==> src/rtl/dice_pkg.sv <==
// dice_pkg: shared constants and types for the dice-roll UART reporter.
//   - ASCII codes used to build the 6-byte "S:TO\r\n" result line
//   - MSG_LEN: bytes per result line
//   - uart_state_e: 2-bit UART transmitter state encoding
//   - hex_ascii(): 4-bit value to uppercase ASCII hex digit
package dice_pkg;

    localparam logic [7:0] ASCII_0     = 8'h30;
    localparam logic [7:0] ASCII_A     = 8'h41;
    localparam logic [7:0] ASCII_COLON = 8'h3A;
    localparam logic [7:0] ASCII_CR    = 8'h0D;
    localparam logic [7:0] ASCII_LF    = 8'h0A;

    localparam int MSG_LEN = 6;

    typedef enum logic [1:0] {
        ST_IDLE  = 2'd0,
        ST_START = 2'd1,
        ST_DATA  = 2'd2,
        ST_STOP  = 2'd3
    } uart_state_e;

    function automatic logic [7:0] hex_ascii(input logic [3:0] nib);
        logic [7:0] n8;
        n8 = {4'd0, nib};
        if (nib < 4'd10) begin
            hex_ascii = ASCII_0 + n8;
        end else begin
            hex_ascii = ASCII_A + n8 - 8'd10;
        end
    endfunction

endpackage

==> src/rtl/roll_fifo.sv <==
// roll_fifo: synchronous FIFO for buffered dice rolls.
//   clk, rst_n : clock, asynchronous active-low reset (empties the FIFO)
//   push       : write wr_data this cycle (caller guarantees room or a
//                simultaneous pop)
//   pop        : drop the head entry this cycle (caller guarantees non-empty)
//   rd_data    : head entry, valid whenever empty is low
//   count      : number of stored entries, 0..DEPTH
//   full/empty : count == DEPTH / count == 0
module roll_fifo #(
    parameter int DEPTH = 4,
    parameter int WIDTH = 9
) (
    input  logic                     clk,
    input  logic                     rst_n,
    input  logic                     push,
    input  logic                     pop,
    input  logic [WIDTH-1:0]         wr_data,
    output logic [WIDTH-1:0]         rd_data,
    output logic [$clog2(DEPTH):0]   count,
    output logic                     full,
    output logic                     empty
);

    localparam int AW    = $clog2(DEPTH);
    localparam int CNT_W = AW + 1;

    logic [WIDTH-1:0] mem_q [DEPTH];
    logic [AW-1:0]    wr_ptr_q, wr_ptr_d;
    logic [AW-1:0]    rd_ptr_q, rd_ptr_d;
    logic [CNT_W-1:0] count_q, count_d;

    always_comb begin
        wr_ptr_d = wr_ptr_q;
        rd_ptr_d = rd_ptr_q;
        if (push) wr_ptr_d = wr_ptr_q + AW'(1);
        if (pop)  rd_ptr_d = rd_ptr_q + AW'(1);
        count_d = count_q + CNT_W'(push) - CNT_W'(pop);
    end

    always_ff @(posedge clk or negedge rst_n) begin
        if (!rst_n) begin
            wr_ptr_q <= '0;
            rd_ptr_q <= '0;
            count_q  <= '0;
        end else begin
            wr_ptr_q <= wr_ptr_d;
            rd_ptr_q <= rd_ptr_d;
            count_q  <= count_d;
        end
    end

    // Storage needs no reset: the pointers define what is valid. When full,
    // a push+pop pair writes the slot being read; the read sees the old
    // value because the write only lands at the clock edge.
    always_ff @(posedge clk) begin
        if (push) mem_q[wr_ptr_q] <= wr_data;
    end

    assign rd_data = mem_q[rd_ptr_q];
    assign count   = count_q;
    assign full    = (count_q == CNT_W'(DEPTH));
    assign empty   = (count_q == '0);

endmodule

==> src/rtl/roll_uart_reporter.sv <==
// roll_uart_reporter: buffers validated dice rolls and sends each one as a
// 6-byte ASCII line ("<hex sel>:<tens><ones>\r\n") over an 8N1 UART.
//   i_clk, i_reset_n : clock, asynchronous active-low reset
//   i_valid          : one-cycle strobe, roll present on i_dieSelect/i_dieRoll
//   i_dieSelect      : die select code 0..15
//   i_dieRoll        : roll value 0..31
//   i_clrOvf         : one-cycle pulse clearing o_overflow (a new drop wins)
//   o_tx             : UART serial output, idle high
//   o_busy           : a line is being sent or rolls are still buffered
//   o_overflow       : sticky, a roll was dropped on a full FIFO
//   o_fifoCount      : number of buffered rolls
module roll_uart_reporter #(
    parameter int CLKS_PER_BIT = 434,
    parameter int FIFO_DEPTH   = 4
) (
    input  logic                          i_clk,
    input  logic                          i_reset_n,
    input  logic                          i_valid,
    input  logic [3:0]                    i_dieSelect,
    input  logic [4:0]                    i_dieRoll,
    input  logic                          i_clrOvf,
    output logic                          o_tx,
    output logic                          o_busy,
    output logic                          o_overflow,
    output logic [$clog2(FIFO_DEPTH):0]   o_fifoCount
);

    import dice_pkg::*;

    localparam int BAUD_W = $clog2(CLKS_PER_BIT);
    localparam int CNT_W  = $clog2(FIFO_DEPTH) + 1;
    localparam logic [BAUD_W-1:0] BAUD_LAST = BAUD_W'(CLKS_PER_BIT - 1);
    localparam logic [2:0]        BYTE_LAST = 3'(MSG_LEN - 1);

    // FIFO interface
    logic             fifo_push;
    logic             fifo_pop;
    logic [8:0]       fifo_rd;
    logic [CNT_W-1:0] fifo_count;
    logic             fifo_full;
    logic             fifo_empty;

    // Transmitter state
    uart_state_e      state_q, state_d;
    logic [BAUD_W-1:0] baud_q, baud_d;
    logic [2:0]       bit_q, bit_d;
    logic [2:0]       byte_q, byte_d;
    logic [3:0]       sel_q, sel_d;
    logic [4:0]       roll_q, roll_d;
    logic             tx_q, tx_d;
    logic             busy_q, busy_d;
    logic             ovf_q, ovf_d;

    logic [7:0]       tx_byte;
    logic [1:0]       tens;
    logic [4:0]       ones;
    logic             baud_done;

    roll_fifo #(
        .DEPTH (FIFO_DEPTH),
        .WIDTH (9)
    ) u_fifo (
        .clk     (i_clk),
        .rst_n   (i_reset_n),
        .push    (fifo_push),
        .pop     (fifo_pop),
        .wr_data ({i_dieSelect, i_dieRoll}),
        .rd_data (fifo_rd),
        .count   (fifo_count),
        .full    (fifo_full),
        .empty   (fifo_empty)
    );

    // A full FIFO still takes a roll when the transmitter pops that cycle.
    assign fifo_push = i_valid && (!fifo_full || fifo_pop);
    assign baud_done = (baud_q == BAUD_LAST);

    // Next-state logic for the transmitter
    always_comb begin
        state_d  = state_q;
        baud_d   = baud_q;
        bit_d    = bit_q;
        byte_d   = byte_q;
        sel_d    = sel_q;
        roll_d   = roll_q;
        fifo_pop = 1'b0;

        unique case (state_q)
            ST_IDLE: begin
                if (!fifo_empty) begin
                    fifo_pop = 1'b1;
                    sel_d    = fifo_rd[8:5];
                    roll_d   = fifo_rd[4:0];
                    byte_d   = 3'd0;
                    bit_d    = 3'd0;
                    baud_d   = '0;
                    state_d  = ST_START;
                end
            end
            ST_START: begin
                if (baud_done) begin
                    baud_d  = '0;
                    bit_d   = 3'd0;
                    state_d = ST_DATA;
                end else begin
                    baud_d = baud_q + BAUD_W'(1);
                end
            end
            ST_DATA: begin
                if (baud_done) begin
                    baud_d = '0;
                    if (bit_q == 3'd7) begin
                        state_d = ST_STOP;
                    end else begin
                        bit_d = bit_q + 3'd1;
                    end
                end else begin
                    baud_d = baud_q + BAUD_W'(1);
                end
            end
            ST_STOP: begin
                if (baud_done) begin
                    baud_d = '0;
                    if (byte_q < BYTE_LAST) begin
                        // Back-to-back bytes: no idle gap inside a line.
                        byte_d  = byte_q + 3'd1;
                        state_d = ST_START;
                    end else begin
                        state_d = ST_IDLE;
                    end
                end else begin
                    baud_d = baud_q + BAUD_W'(1);
                end
            end
            default: state_d = ST_IDLE;
        endcase
    end

    // Byte mux and decimal split. Driven from the *_d values so that o_tx is
    // a flop whose value lines up with the state being entered.
    always_comb begin
        if (roll_d >= 5'd30)      tens = 2'd3;
        else if (roll_d >= 5'd20) tens = 2'd2;
        else if (roll_d >= 5'd10) tens = 2'd1;
        else                      tens = 2'd0;
        ones = roll_d - ({3'd0, tens} * 5'd10);

        case (byte_d)
            3'd0:    tx_byte = hex_ascii(sel_d);
            3'd1:    tx_byte = ASCII_COLON;
            3'd2:    tx_byte = ASCII_0 + {6'd0, tens};
            3'd3:    tx_byte = ASCII_0 + {3'd0, ones};
            3'd4:    tx_byte = ASCII_CR;
            default: tx_byte = ASCII_LF;
        endcase

        case (state_d)
            ST_START: tx_d = 1'b0;
            ST_DATA:  tx_d = tx_byte[bit_d];
            default:  tx_d = 1'b1;
        endcase
    end

    // Busy looks one cycle ahead: no pop happens outside IDLE, and an IDLE pop
    // always moves to START, so the FIFO term only needs the current count
    // plus any push.
    always_comb begin
        busy_d = (state_d != ST_IDLE) || fifo_push || (fifo_count != '0);
        if (i_valid && !fifo_push) ovf_d = 1'b1;
        else if (i_clrOvf)         ovf_d = 1'b0;
        else                       ovf_d = ovf_q;
    end

    always_ff @(posedge i_clk or negedge i_reset_n) begin
        if (!i_reset_n) begin
            state_q <= ST_IDLE;
            baud_q  <= '0;
            bit_q   <= 3'd0;
            byte_q  <= 3'd0;
            sel_q   <= 4'd0;
            roll_q  <= 5'd0;
            tx_q    <= 1'b1;
            busy_q  <= 1'b0;
            ovf_q   <= 1'b0;
        end else begin
            state_q <= state_d;
            baud_q  <= baud_d;
            bit_q   <= bit_d;
            byte_q  <= byte_d;
            sel_q   <= sel_d;
            roll_q  <= roll_d;
            tx_q    <= tx_d;
            busy_q  <= busy_d;
            ovf_q   <= ovf_d;
        end
    end

    assign o_tx        = tx_q;
    assign o_busy      = busy_q;
    assign o_overflow  = ovf_q;
    assign o_fifoCount = fifo_count;

endmodule

==> config.mk <==
export PLATFORM = sky130hd
export DESIGN_NAME = roll_uart_reporter
export DESIGN_NICKNAME = d
export VERILOG_FILES = /design/src/rtl/dice_pkg.sv /design/src/rtl/roll_fifo.sv /design/src/rtl/roll_uart_reporter.sv
export SDC_FILE = /design/constraint.sdc
export NUM_CORES = 1
export LEC_CHECK = 0
export ABC_AREA = 1
export CAP_MARGIN = 20
export CORE_MARGIN = 4
export CORE_UTILIZATION = 50
export DETAILED_ROUTE_END_ITERATION = 8
export PLACE_DENSITY_LB_ADDON = 0.05
export SETUP_SLACK_MARGIN = 0.15
export SLEW_MARGIN = 20
export SYNTH_ARGS = -nofsm -noshare
export SYNTH_HDL_FRONTEND = slang
export SYNTH_SLANG_ARGS = --single-unit
==> constraint.sdc <==
create_clock -name i_clk -period 3.5 [get_ports i_clk]
set_input_delay 0.875 -clock i_clk [delete_from_list [all_inputs] [get_ports i_clk]]
set_output_delay 0.875 -clock i_clk [all_outputs]
set_load 0.005 [all_outputs]
==> impl_metrics.ini <==
[run_status]
status = finished clean

[placement]
hpwl_mm = 5.64
dpl.cell_count = 571
gp_congestion = 0.842
portBuffers = 18

[sta]
fin_crit_sh_pct = 85.9
tightest_slew_ns = 0.816
skew_ns = 0.0118
min_period_ns = 3.01
whs_ns = 0.537
setup-tns-final_ns = 0
hold_viol_final = 0
setup_violations = 0
slew_viol_final = 0
fmax_mhz = 333
slew_headroom_pct = 45.6
rsz0062_at_grt = no

[synth]
async_flop_share_pct = 50.0
syn_inst = 448
ys_types = 44
ys_ff_latch = 72
synth_area_um2 = 3960
seq_area_frac_synth_pct = 50.1
syn-num-nets = 482
synth-edff-count = 36
synth_warnings = 0
syn_avg_cell_area_um2 = 8.83
ys.flop_type = edfxtp_1

[setup_path]
crit_chain = inv_2, ha_4, inv_2, nor2_4, or2_2, nand2_1, a21oi_2, nand2_1, nand2_1, inv_1, ha_1, nand2_1, nand2_1, a31o_2, inv_1, nand2_1, nand2_1, nor2_1, nor2_1, nand3_1, nand3_1, nand2_1, o21bai_1, nand2_1
crit_required_ns = 3.77
cp_slowest_cell = dfrtp_2
start_kind = register
critPathMaxFanout = 5
path_class = reg -> reg
arrival_ns = 3.27
cp-end-kind = register
worst_path_most_repeated_cell = nand2_1
max_stage_delay_ns = 0.45

[final_layout]
area_growth_pct = 15.0
utilization_pct = 58.8
fin_cells = 589
diodes = 0
fillCellCount = 683
drive_above_1_share_pct = 16.8
nets = 516
final_common_cell = nand2_1
final_cell_mix = 81 x nand2_1, 58 x inv_1, 48 x nor2_1

[clock_tree]
cts_tree = yes
htreeDepth = 3
clockBufferDepth = 2
cts-hold-fix-buffers = 0
cts_buffers = 9
clock_sinks = 72
clk-insertion-delay-late_ns = 0.34
path_clk_slew_ns = 0.09
cts_root_buffer = clkbuf_8

[die]
start_util_pct = 51.2
coreArea_um2 = 7730
ioPinCount = 19
fp.dieArea_um2 = 9400
rows = 32
die_w_um = 96.9
die_h_um = 96.9

[pwr]
ir_worst_vdd_mv = 0.336
p_clk_share_pct = 30.9
finalPower_mw = 2.17
p_sw_share_pct = 29.3
pwr-share-comb_pct = 19.2
p_leak_nw = 2.06
p_switching_mw = 0.636
seqPwrFrac_pct = 49.9
p_per_area_nw_per_um2 = 478
intPower_mw = 1.54

[job]
maxCapViolations = 0

[route]
routed_via_density = 4.97
drtAntennaViolNets = 0
routed_wl_mm = 7.67
num_vias = 2929
drc = 0
wl_per_cell_um = 13.0
drt_iter0_markers = 125
first_pass_iters = 6

[global_routing]
grt_util_all_layers_pct = 17.4
overflow = 0
grt_pass1_vias = 2836
grt_antenna_before_repair = 0
grt_pass1_wl_mm = 13.5
grt_max_degree = 37

[hold_path]
hold_path.class = reg -> reg
## final cells by class
type                       instances  area, µm²  area share [%]
inverter                          80        305            6.71
tap                              102        128            2.81
multi-input combinational        290       1670            36.6
timing repair buffer              29        258            5.67
clock buffer                       9        124            2.72
sequential                        72       1990            43.7
clock inverter                     7       80.1            1.76
## repair_timing
item,CTS,global route
buffers inserted,0,2
endpoints found under the setup margin,0,1
resized for setup,0,11
## Yosys cell counts (4+ instances only)
master / instances / share of area (%)
a21oi_1: 8 / 1.0
dfrtp_1: 35 / 22
edfxtp_1: 36 / 27
ha_1: 19 / 6.0
inv_1: 60 / 5.7
inv_2: 17 / 1.6
nand2_1: 81 / 7.7
nand2_2: 13 / 2.1
nand3_1: 34 / 4.3
nand4_1: 6 / 0.95
nor2_1: 48 / 4.6
nor2_2: 4 / 0.63
o21ai_0: 21 / 2.7
o21ai_1: 8 / 1.0
o22ai_1: 7 / 1.1
xnor2_1: 4 / 0.89
xor2_1: 6 / 1.3
## cell families (layout without fill, tap and decap cells)
family          Yosys count  count (layout)  synth area share (%)
compound gates           56              56                  8.26
xor+xnor                 10              10                  2.21
fa+ha+maj                21              21                  7.02
buf+inv                  86             125                  8.57
flops                    72              72                  50.1
mux                       1               1                 0.253
simple gates            202             202                  23.5
## final timing paths
path	startpoint	to	slack (ns)	depth (start not counted)
worst min register to register	o_overflow	o_overflow	0.54	2
worst max-delay path	state_q[0]	o_tx	0.49	24
max in group asynchronous	i_reset_n	u_fifo.rd_ptr_q[1]	2.30	1
worst max register to register	state_q[0]	o_tx	0.49	24
min in group asynchronous	i_reset_n	baud_q[2]	0.62	1
worst min-delay path	o_overflow	o_overflow	0.54	2
## through the flow
stage	setup slack [ns]	cell area [µm²]
4_1_cts	0.250	4500
6_report	0.493	4550
5_1_grt	0.153	4550
3_5_place_dp	0.281	4290
3_3_place_gp	0.539	4290
2_1_floorplan	0.577	3960
## power by group through the flow
stage	Clock (mW)	Combinational [mW]	Sequential (mW)
6_report	0.671	0.418	1.08
5_1_grt	0.739	0.484	1.10
4_1_cts	0.687	0.426	1.08
3_5_place_dp	0	0.424	1.10
3_3_place_gp	0	0.419	1.10
2_1_floorplan	0	0.254	1.09
## worst max-delay path: cells and delay by family (launching register included)
kind	cells	cell delay [ns]
adders and majority gates	2	0.49
buffers and inverters	4	0.28
DFF	1	0.45
AOI/OAI and AO/OA	3	0.53
and+or+nand+nor	15	1.20
## state kept, by name, summed over array words and instances, names as in the netlist
signal / cells
baud_q: 9
bit_q: 3
byte_q: 3
o_busy: 1
o_overflow: 1
o_tx: 1
roll_q: 5
sel_q: 4
state_q: 2
u_fifo.count: 3
u_fifo.mem_q: 36
u_fifo.rd_ptr_q: 2
u_fifo.wr_ptr_q: 2
## routing by layer
layer	GRT usage [%]	share of wire, %	vias up
met2	29.2	49	38
li1	-	-	1520
met1	23.4	47	1366
met3	2.81	2.5	5
met4	4.86	0.77	0
met5	0	0	-
(Power assumes the default switching activity.)
